==> src/rtl/array_index_pkg.sv <==
// Shared defaults and the index clamp helper for array_index_pipeline.
// Indices wider than IDX_W_MAX bits are not supported by clamp_index.
package array_index_pkg;
  localparam int ELEM_W_DEFAULT    = 33;
  localparam int NUM_ELEMS_DEFAULT = 4;
  localparam int IDX_W_DEFAULT     = 32;
  localparam int IDX_W_MAX         = 64;
  localparam int SEL_W_MAX         = 16;

  // Effective element index: any index at or beyond num_elems collapses onto the last element.
  function automatic logic [SEL_W_MAX-1:0] clamp_index(input logic [IDX_W_MAX-1:0] idx,
                                                       input int unsigned num_elems);
    logic [IDX_W_MAX-1:0] bound_s;
    bound_s = IDX_W_MAX'(num_elems);
    if (idx >= bound_s) begin
      return SEL_W_MAX'(num_elems - 32'd1);
    end else begin
      return idx[SEL_W_MAX-1:0];
    end
  endfunction
endpackage

==> src/rtl/array_index_pipe_reg.sv <==
// One valid/data pipeline stage: loads on load_s, data captured only with a valid beat.
module array_index_pipe_reg #(
  parameter int DATA_W = 1
) (
  input  logic              clk,
  input  logic              rst,
  input  logic              load_s,
  input  logic              valid_s,
  input  logic [DATA_W-1:0] data_s,
  output logic              valid_r,
  output logic [DATA_W-1:0] data_r
);
  // Stage register; data holds across bubbles so an idle input never disturbs it.
  always_ff @(posedge clk or posedge rst) begin
    if (rst) begin
      valid_r <= 1'b0;
      data_r  <= {DATA_W{1'b0}};
    end else if (load_s) begin
      valid_r <= valid_s;
      if (valid_s) begin
        data_r <= data_s;
      end
    end
  end
endmodule

==> src/rtl/array_index_pipeline.sv <==
// Two-stage clamped array reader with valid/ready backpressure.
// Optional out_oob flag port enabled by defining ARRAY_INDEX_OOB_FLAG_EN.
module array_index_pipeline
  import array_index_pkg::*;
#(
  parameter int ELEM_W    = ELEM_W_DEFAULT,
  parameter int NUM_ELEMS = NUM_ELEMS_DEFAULT,
  parameter int IDX_W     = IDX_W_DEFAULT
) (
  input  logic                        clk,
  input  logic                        rst,
  input  logic                        in_valid,
  output logic                        in_ready,
  input  logic [NUM_ELEMS*ELEM_W-1:0] in_arr,
  input  logic [IDX_W-1:0]            in_idx,
  output logic                        out_valid,
  input  logic                        out_ready,
  output logic [ELEM_W-1:0]           out_elem
`ifdef ARRAY_INDEX_OOB_FLAG_EN
  ,
  output logic                        out_oob
`endif
);
  localparam int ARR_W = NUM_ELEMS * ELEM_W;
  localparam int P0_W  = IDX_W + ARR_W;
  localparam int SEL_W = $clog2(NUM_ELEMS);
`ifdef ARRAY_INDEX_OOB_FLAG_EN
  localparam int P1_W  = ELEM_W + 1;
`else
  localparam int P1_W  = ELEM_W;
`endif

  logic              s0_load_s;
  logic              s1_load_s;
  logic              p0_valid_r;
  logic [P0_W-1:0]   p0_data_r;
  logic [ARR_W-1:0]  p0_arr_r;
  logic [IDX_W-1:0]  p0_idx_r;
  logic [SEL_W-1:0]  sel_s;
  logic [ELEM_W-1:0] sel_elem_s;
  logic [P1_W-1:0]   p1_d_s;
  logic [P1_W-1:0]   p1_data_r;
  logic [ELEM_W-1:0] elem_s [NUM_ELEMS];
  logic [ELEM_W-1:0] term_s [NUM_ELEMS];

  assign s1_load_s = !out_valid || out_ready;
  assign s0_load_s = !p0_valid_r || s1_load_s;
  assign in_ready  = s0_load_s;

  array_index_pipe_reg #(.DATA_W(P0_W)) u_p0 (
    .clk     (clk),
    .rst     (rst),
    .load_s  (s0_load_s),
    .valid_s (in_valid),
    .data_s  ({in_idx, in_arr}),
    .valid_r (p0_valid_r),
    .data_r  (p0_data_r)
  );

  assign p0_arr_r = p0_data_r[ARR_W-1:0];
  assign p0_idx_r = p0_data_r[P0_W-1:ARR_W];

  // Bounds check uses the full-width index, so high index bits always force the clamp.
  assign sel_s = SEL_W'(clamp_index(IDX_W_MAX'(p0_idx_r), NUM_ELEMS));

  for (genvar g = 0; g < NUM_ELEMS; g++) begin : g_elem
    assign elem_s[g] = p0_arr_r[g*ELEM_W +: ELEM_W];
    assign term_s[g] = (sel_s == SEL_W'(g)) ? elem_s[g] : {ELEM_W{1'b0}};
  end

  // OR-reduce the one-hot masked elements into the selected element.
  always_comb begin
    sel_elem_s = {ELEM_W{1'b0}};
    for (int i = 0; i < NUM_ELEMS; i++) begin
      sel_elem_s = sel_elem_s | term_s[i];
    end
  end

`ifdef ARRAY_INDEX_OOB_FLAG_EN
  assign p1_d_s = {(p0_idx_r >= IDX_W'(NUM_ELEMS)), sel_elem_s};
`else
  assign p1_d_s = sel_elem_s;
`endif

  array_index_pipe_reg #(.DATA_W(P1_W)) u_p1 (
    .clk     (clk),
    .rst     (rst),
    .load_s  (s1_load_s),
    .valid_s (p0_valid_r),
    .data_s  (p1_d_s),
    .valid_r (out_valid),
    .data_r  (p1_data_r)
  );

  assign out_elem = p1_data_r[ELEM_W-1:0];
`ifdef ARRAY_INDEX_OOB_FLAG_EN
  assign out_oob  = p1_data_r[ELEM_W];
`endif
endmodule
==> config.mk <==
export PLATFORM = sky130hd
export DESIGN_NAME = array_index_pipeline
export DESIGN_NICKNAME = d
export VERILOG_FILES = /design/src/rtl/array_index_pkg.sv /design/src/rtl/array_index_pipe_reg.sv /design/src/rtl/array_index_pipeline.sv
export SDC_FILE = /design/constraint.sdc
export NUM_CORES = 1
export LEC_CHECK = 0
export ABC_AREA = 1
export BUFFER_PORTS_ARGS = -buffer_cell sky130_fd_sc_hd__clkbuf_2
export CAP_MARGIN = 20
export CORE_ASPECT_RATIO = 1.2
export CORE_MARGIN = 4
export CORE_UTILIZATION = 50
export CTS_BUF_LIST = sky130_fd_sc_hd__clkbuf_8 sky130_fd_sc_hd__clkbuf_16
export CTS_CLUSTER_SIZE = 25
export DETAILED_ROUTE_END_ITERATION = 12
export GPL_TIMING_DRIVEN = 1
export HOLD_SLACK_MARGIN = 0.05
export PLACE_DENSITY = 0.75
export SYNTH_ARGS = -nofsm -noshare
export SYNTH_HDL_FRONTEND = slang
export SYNTH_SLANG_ARGS = --single-unit
==> constraint.sdc <==
create_clock -name clk -period 16.45 [get_ports clk]
set_clock_uncertainty 0.2 [all_clocks]
set_input_delay 4.1125 -clock clk [delete_from_list [all_inputs] [get_ports clk]]
set_output_delay 4.1125 -clock clk [all_outputs]
set_load 0.02 [all_outputs]
==> results.ini, run 1 <==
[outcome]
outcome = completed

[die]
pin_count = 203
die_area_um2 = 19600
die-height_um = 152
initial_core_util = 0.512
core_area_um2 = 17000
die_w_um = 128
rows = 52

[pwr]
p_per_area_nw_per_um2 = 123
peakVddDrop_mv = 0.0772
leakage_nw = 4.81
power_mw = 1.28

[global_routing]
grt_max_degree = 131
grt_pass1_wl_um = 33700
antenna_found_initial = 1
grt.overflow.total = 0
grt_pass1_vias = 6656
grt.total_usage = 0.217

[min_path]
hp-class = register to register

[run]
max_cap_violations = 0

[cts]
cts_tree = yes
cts_buffers = 17
cts-htree-levels = 4
clock_tree.buffer_depth = 2
cts_hold_buf = 0
clock-root-buffer = clkbuf_16
clk_latency_ns = 0.44
postCtsResizedCells = 0
post_cts_buffers = 0
cts.sinks = 199
clk_pin_slew_ns = 0.08

[logic_synthesis]
yosysWarnings = 0
yosysTopAreaCell = dfrtp_1
synth.distinct_cells = 20
ys_seq_area_frac = 0.573
synthCells = 770
netlist_area_um2 = 8690
ys_ff_latch = 199
yosys.area.top_type_share = 0.573
synth.area.top_cells = dfrtp_1, mux2_2, nand4_1, nor2_1, nand2_1
synth_fp_nets = 938
syn_avg_cell_area_um2 = 11.3

[timing]
hold_viol_final = 0
period_share = 0.546
finalSetupTns_ns = 0
max_freq_mhz = 111
final-setup-viol-count = 0
rsz0062_at_grt = false
relSlewSlack = 0.365
period_minus_slack_ns = 8.99
worst_pin_slew_ns = 0.953
drv_slew = 0

[cells_and_area]
antenna-diode-count = 0
fillCellCount = 1450
final_common_cell = clkbuf_2
layout_common_cells = clkbuf_2, dfrtp_1, mux2_2
area_growth_pct = 19.4
final_nets = 1111
stdcell_count = 1172
drive_above_1_share = 0.416

[worst_setup_path]
worstPathArrival_ns = 4.68
critPathMaxFanout = 3
path_class = input port to output pin
end_kind = output pin
required_ns = 12.14
cp-start-kind = input port

[drt]
drt_iter0_drc = 331
drc_errors = 0
drtPass1Iterations = 4
avgRoutedWirePerCell_um = 17.7
vias = 6407
vias_per_cell = 5.47
ant_nets = 0
routed_wl_um = 20800

[place]
gp_congestion = 0.803
dp.cells = 1140
buffer_ports.inserted = 202
place_hpwl_um = 13500

[worst max-delay path, cell delays in order]
cell	delay [ns]
clkbuf_2	0.08
inv_1	0.11
nand3_1	0.17
clkbuf_2	0.20
[cell type report]
class                      instances  area [um^2]  area share
inverter                          12         52.6     0.00506
sequential                       199         4980       0.480
multi-input combinational        500         3380       0.326
clock inverter                    15          155      0.0149
clock buffer                      17          425      0.0410
timing repair buffer             213         1110       0.107
tap                              216          270      0.0260
[logic make-up (layout without fill, tap and decap cells)]
group / Yosys count / in the layout / share of synthesized area
multiplexers: 155 / 155 / 0.201
AO/OA/AOI/OAI: 18 / 18 / 0.0108
flip-flops: 199 / 199 / 0.573
AND/OR/NAND/NOR: 327 / 327 / 0.175
buffers and inverters: 71 / 257 / 0.0407
[metrics by stage]
step / hold WS, ns / area (um^2) / worst slack, ns / utilization
CTS: 0.304 / 10400 / 7.46 / 0.611
floorplan: 0.247 / 8690 / 6.71 / -
finish: 0.301 / 10400 / 7.46 / 0.611
detailed placement: 0.285 / 9800 / 7.46 / 0.577
global route: 0.314 / 10400 / 7.40 / 0.611
global placement: 0.275 / 9770 / 7.48 / 0.575
[cells in the mapped netlist]
cell,instances
a21oi_1,10
nand4_1,92
mux2_1,10
inv_1,10
o21ai_1,7
buf_4,1
inv_2,2
buf_6,7
nand2_1,72
nor2_4,1
dfrtp_1,199
o21ai_2,1
nand3_1,34
buf_2,25
nor2_1,126
buf_1,6
clkbuf_1,20
mux2_2,145
or2_1,1
nand3_2,1
[flip-flops by register name, indices dropped and copies added, names as in the netlist]
| register | flops |
|---|---|
| u_p0.data_r | 164 |
| u_p1.data_r | 33 |
| u_p0.valid_r | 1 |
| u_p1.valid_r | 1 |
[power by group]
| group | switching, mW | leakage, nW | internal, mW |
|---|---|---|---|
| Combinational | 0.144 | 2.24 | 0.108 |
| Sequential | 0.0459 | 2.29 | 0.576 |
| Clock | 0.203 | 0.279 | 0.203 |
[worst paths after layout]
| check | startpoint | endpoint | slack [ns] | cells past startpoint |
|---|---|---|---|---|
| setup reg to reg | u_p0.data_r[135] | u_p1.data_r[32] | 13.39 | 12 |
| hold / removal | u_p0.data_r[155] | u_p0.data_r[155] | 0.30 | 1 |
| min in group asynchronous | rst | u_p0.data_r[153] | 3.68 | 2 |
| hold reg to reg | u_p0.data_r[155] | u_p0.data_r[155] | 0.30 | 1 |
| setup / recovery | out_ready | in_ready | 7.46 | 4 |
| max in group asynchronous | rst | u_p0.data_r[86] | 10.93 | 3 |
[metal layers]
layer	up-vias	track usage	wire, um
li1	3024	-	-
met1	3179	0.285	8530
met2	168	0.354	10600
met3	34	0.0498	1110
met4	2	0.0738	500
met5	-	0	13
No activity file was read; power rests on OpenSTA's default activity.
==> inputs of run 2 (changes only) <==
- CORE_UTILIZATION: 50 -> 49
- PLACE_DENSITY: 0.75 -> 0.77
- clock period: 16.45 -> 7.73 ns (I/O delays scaled with it)
==> results.ini, run 2 (synthesis results as in run 1) <==
[drt]
routed_wl_um = 20600  ; was 20800 um
ant_nets = 0  ; unchanged
drc_errors = 0  ; unchanged
vias = 6410  ; was 6407
drtPass1Iterations = 5  ; was 4
drt_iter0_drc = 321  ; was 331
avgRoutedWirePerCell_um = 17.5  ; was 17.7 um
vias_per_cell = 5.45  ; was 5.47

[cts]
cts-htree-levels = 4  ; unchanged
clk_latency_ns = 0.42  ; was 0.44 ns
clock_tree.buffer_depth = 2  ; unchanged
clock-root-buffer = clkbuf_16  ; unchanged
cts_buffers = 17  ; unchanged
cts_hold_buf = 0  ; unchanged
post_cts_buffers = 0  ; unchanged
cts_tree = yes  ; unchanged
postCtsResizedCells = 0  ; unchanged
cts.sinks = 199  ; unchanged
clk_pin_slew_ns = 0.08  ; about the same

[global_routing]
grt_max_degree = 145  ; was 131
antenna_found_initial = 2  ; was 1
grt.overflow.total = 0  ; unchanged
grt_pass1_vias = 6587  ; was 6656
grt.total_usage = 0.208  ; was 0.217
grt_pass1_wl_um = 33000  ; was 33700 um

[timing]
rsz0062_at_grt = false  ; unchanged
final-setup-viol-count = 0  ; unchanged
finalSetupTns_ns = 0  ; unchanged
period_share = 0.606
hold_viol_final = 0  ; unchanged
relSlewSlack = 0.361  ; was 0.365
drv_slew = 0  ; unchanged
hold_slack_ns = 0.298  ; was 0.301 ns
max_freq_mhz = 213
period_minus_slack_ns = 4.69
worst_pin_slew_ns = 0.956  ; was 0.953 ns

[worst_setup_path]
critPathTopFamily = buffers and inverters  ; unchanged
cp-start-kind = input port  ; unchanged
required_ns = 5.60  ; was 12.14 ns
end_kind = output pin  ; unchanged
crit_path_cell_trace = clkbuf_2 -> inv_1 -> nand3_1 -> clkbuf_2  ; unchanged
max_stage_delay_ns = 0.22  ; was 0.20 ns
path_common_cell = clkbuf_2  ; unchanged
cp_slowest_cell = clkbuf_2  ; unchanged
path_class = input port to output pin  ; unchanged
critPathMaxFanout = 3  ; unchanged
worstPathArrival_ns = 2.55  ; was 4.68 ns
path_buf_inv = 3  ; unchanged

[die]
core_area_um2 = 17400  ; was 17000 um^2
die_area_um2 = 19900  ; was 19600 um^2
die-height_um = 154  ; was 152 um
pin_count = 203  ; unchanged
initial_core_util = 0.498  ; was 0.512
rows = 53  ; was 52
die_w_um = 130  ; was 128 um

[cells_and_area]
final_common_cell = clkbuf_2  ; unchanged
drive_above_1_share = 0.416  ; about the same
stdcell_count = 1177  ; was 1172
largest-register = u_p0.data_r  ; unchanged
reg_top3 = u_p0.data_r: 164 flops, u_p1.data_r: 33 flops  ; unchanged
fillCellCount = 1494  ; was 1450
final_nets = 1110  ; was 1111
layout_common_cells = clkbuf_2, dfrtp_1, mux2_2  ; unchanged
area_growth_pct = 19.7  ; was 19.4%
largest_register_ffs = 164  ; unchanged

[place]
dp.cells = 1142  ; was 1140
buffer_ports.inserted = 202  ; unchanged
gp_congestion = 0.792  ; was 0.803
place_hpwl_um = 13200  ; was 13500 um

[run]
max_cap_violations = 0  ; unchanged

[outcome]
outcome = completed  ; unchanged

[pwr]
peakVddDrop_mv = 0.190  ; was 0.0772 mV
leakage_nw = 4.81  ; about the same
p_per_area_nw_per_um2 = 260  ; was 123 nW/um^2
power_mw = 2.70  ; was 1.28 mW

[min_path]
hp-class = register to register  ; unchanged

-- run 2: cell count changes in the layout (fill, tap and decap cells not counted) --
| cell | delta |
|---|---|
| diode_2 | +3 |
| clkinv_2 | -1 |
| inv_8 | +1 |
| dfrtp_2 | +1 |
| buf_12 | +1 |
| buf_4 | -3 |
| inv_6 | -1 |
| clkinvlp_4 | +2 |
| buf_16 | +1 |
| clkinv_8 | -2 |
| dfrtp_1 | -1 |
-- run 2: final timing paths --
path                            depth (start not counted)             start  slack [ns]                to
worst max-delay path                                    4         out_ready        3.04          in_ready
worst min-delay path                                    1  u_p0.data_r[153]        0.30  u_p0.data_r[153]
worst max register to register                          9  u_p0.data_r[135]        4.51    u_p1.data_r[3]
worst min register to register                          1  u_p0.data_r[153]        0.30  u_p0.data_r[153]
max in group asynchronous                               4               rst        4.48   u_p0.data_r[48]
min in group asynchronous                               2               rst        1.27  u_p0.data_r[139]
-- run 2: report_power, final --
group / internal (mW) / leakage [nW] / switching (mW)
clock network: 0.426 / 0.263 / 0.416
logic: 0.232 / 2.25 / 0.306
registers: 1.23 / 2.29 / 0.0972
-- run 2: area by class of cell --
| type | count | area, um^2 | area share |
|---|---|---|---|
| inverter | 12 | 52.6 | 0.00505 |
| tap | 220 | 275 | 0.0265 |
| clock inverter | 14 | 135 | 0.0130 |
| sequential | 199 | 4980 | 0.479 |
| multi-input combinational | 500 | 3380 | 0.325 |
| clock buffer | 17 | 425 | 0.0409 |
| antenna | 3 | 7.51 | 0.000722 |
| timing repair buffer | 212 | 1140 | 0.110 |
-- run 2: stage by stage --
stage          setup slack [ns]  utilization  cell area [um^2]
2_1_floorplan             0.172            -              8690
3_3_place_gp               3.04        0.560              9770
3_5_place_dp               3.03        0.562              9800
4_1_cts                    3.03        0.594             10400
5_1_grt                    2.99        0.596             10400
6_report                   3.04        0.596             10400
-- run 2: metal layers --
| layer | GRT usage | wire [um] | vias up |
|---|---|---|---|
| met5 | 0 | 0 | - |
| met4 | 0.0649 | 435 | 0 |
| met3 | 0.0486 | 1300 | 27 |
| met2 | 0.344 | 10300 | 208 |
| met1 | 0.271 | 8570 | 3158 |
| li1 | - | - | 3017 |
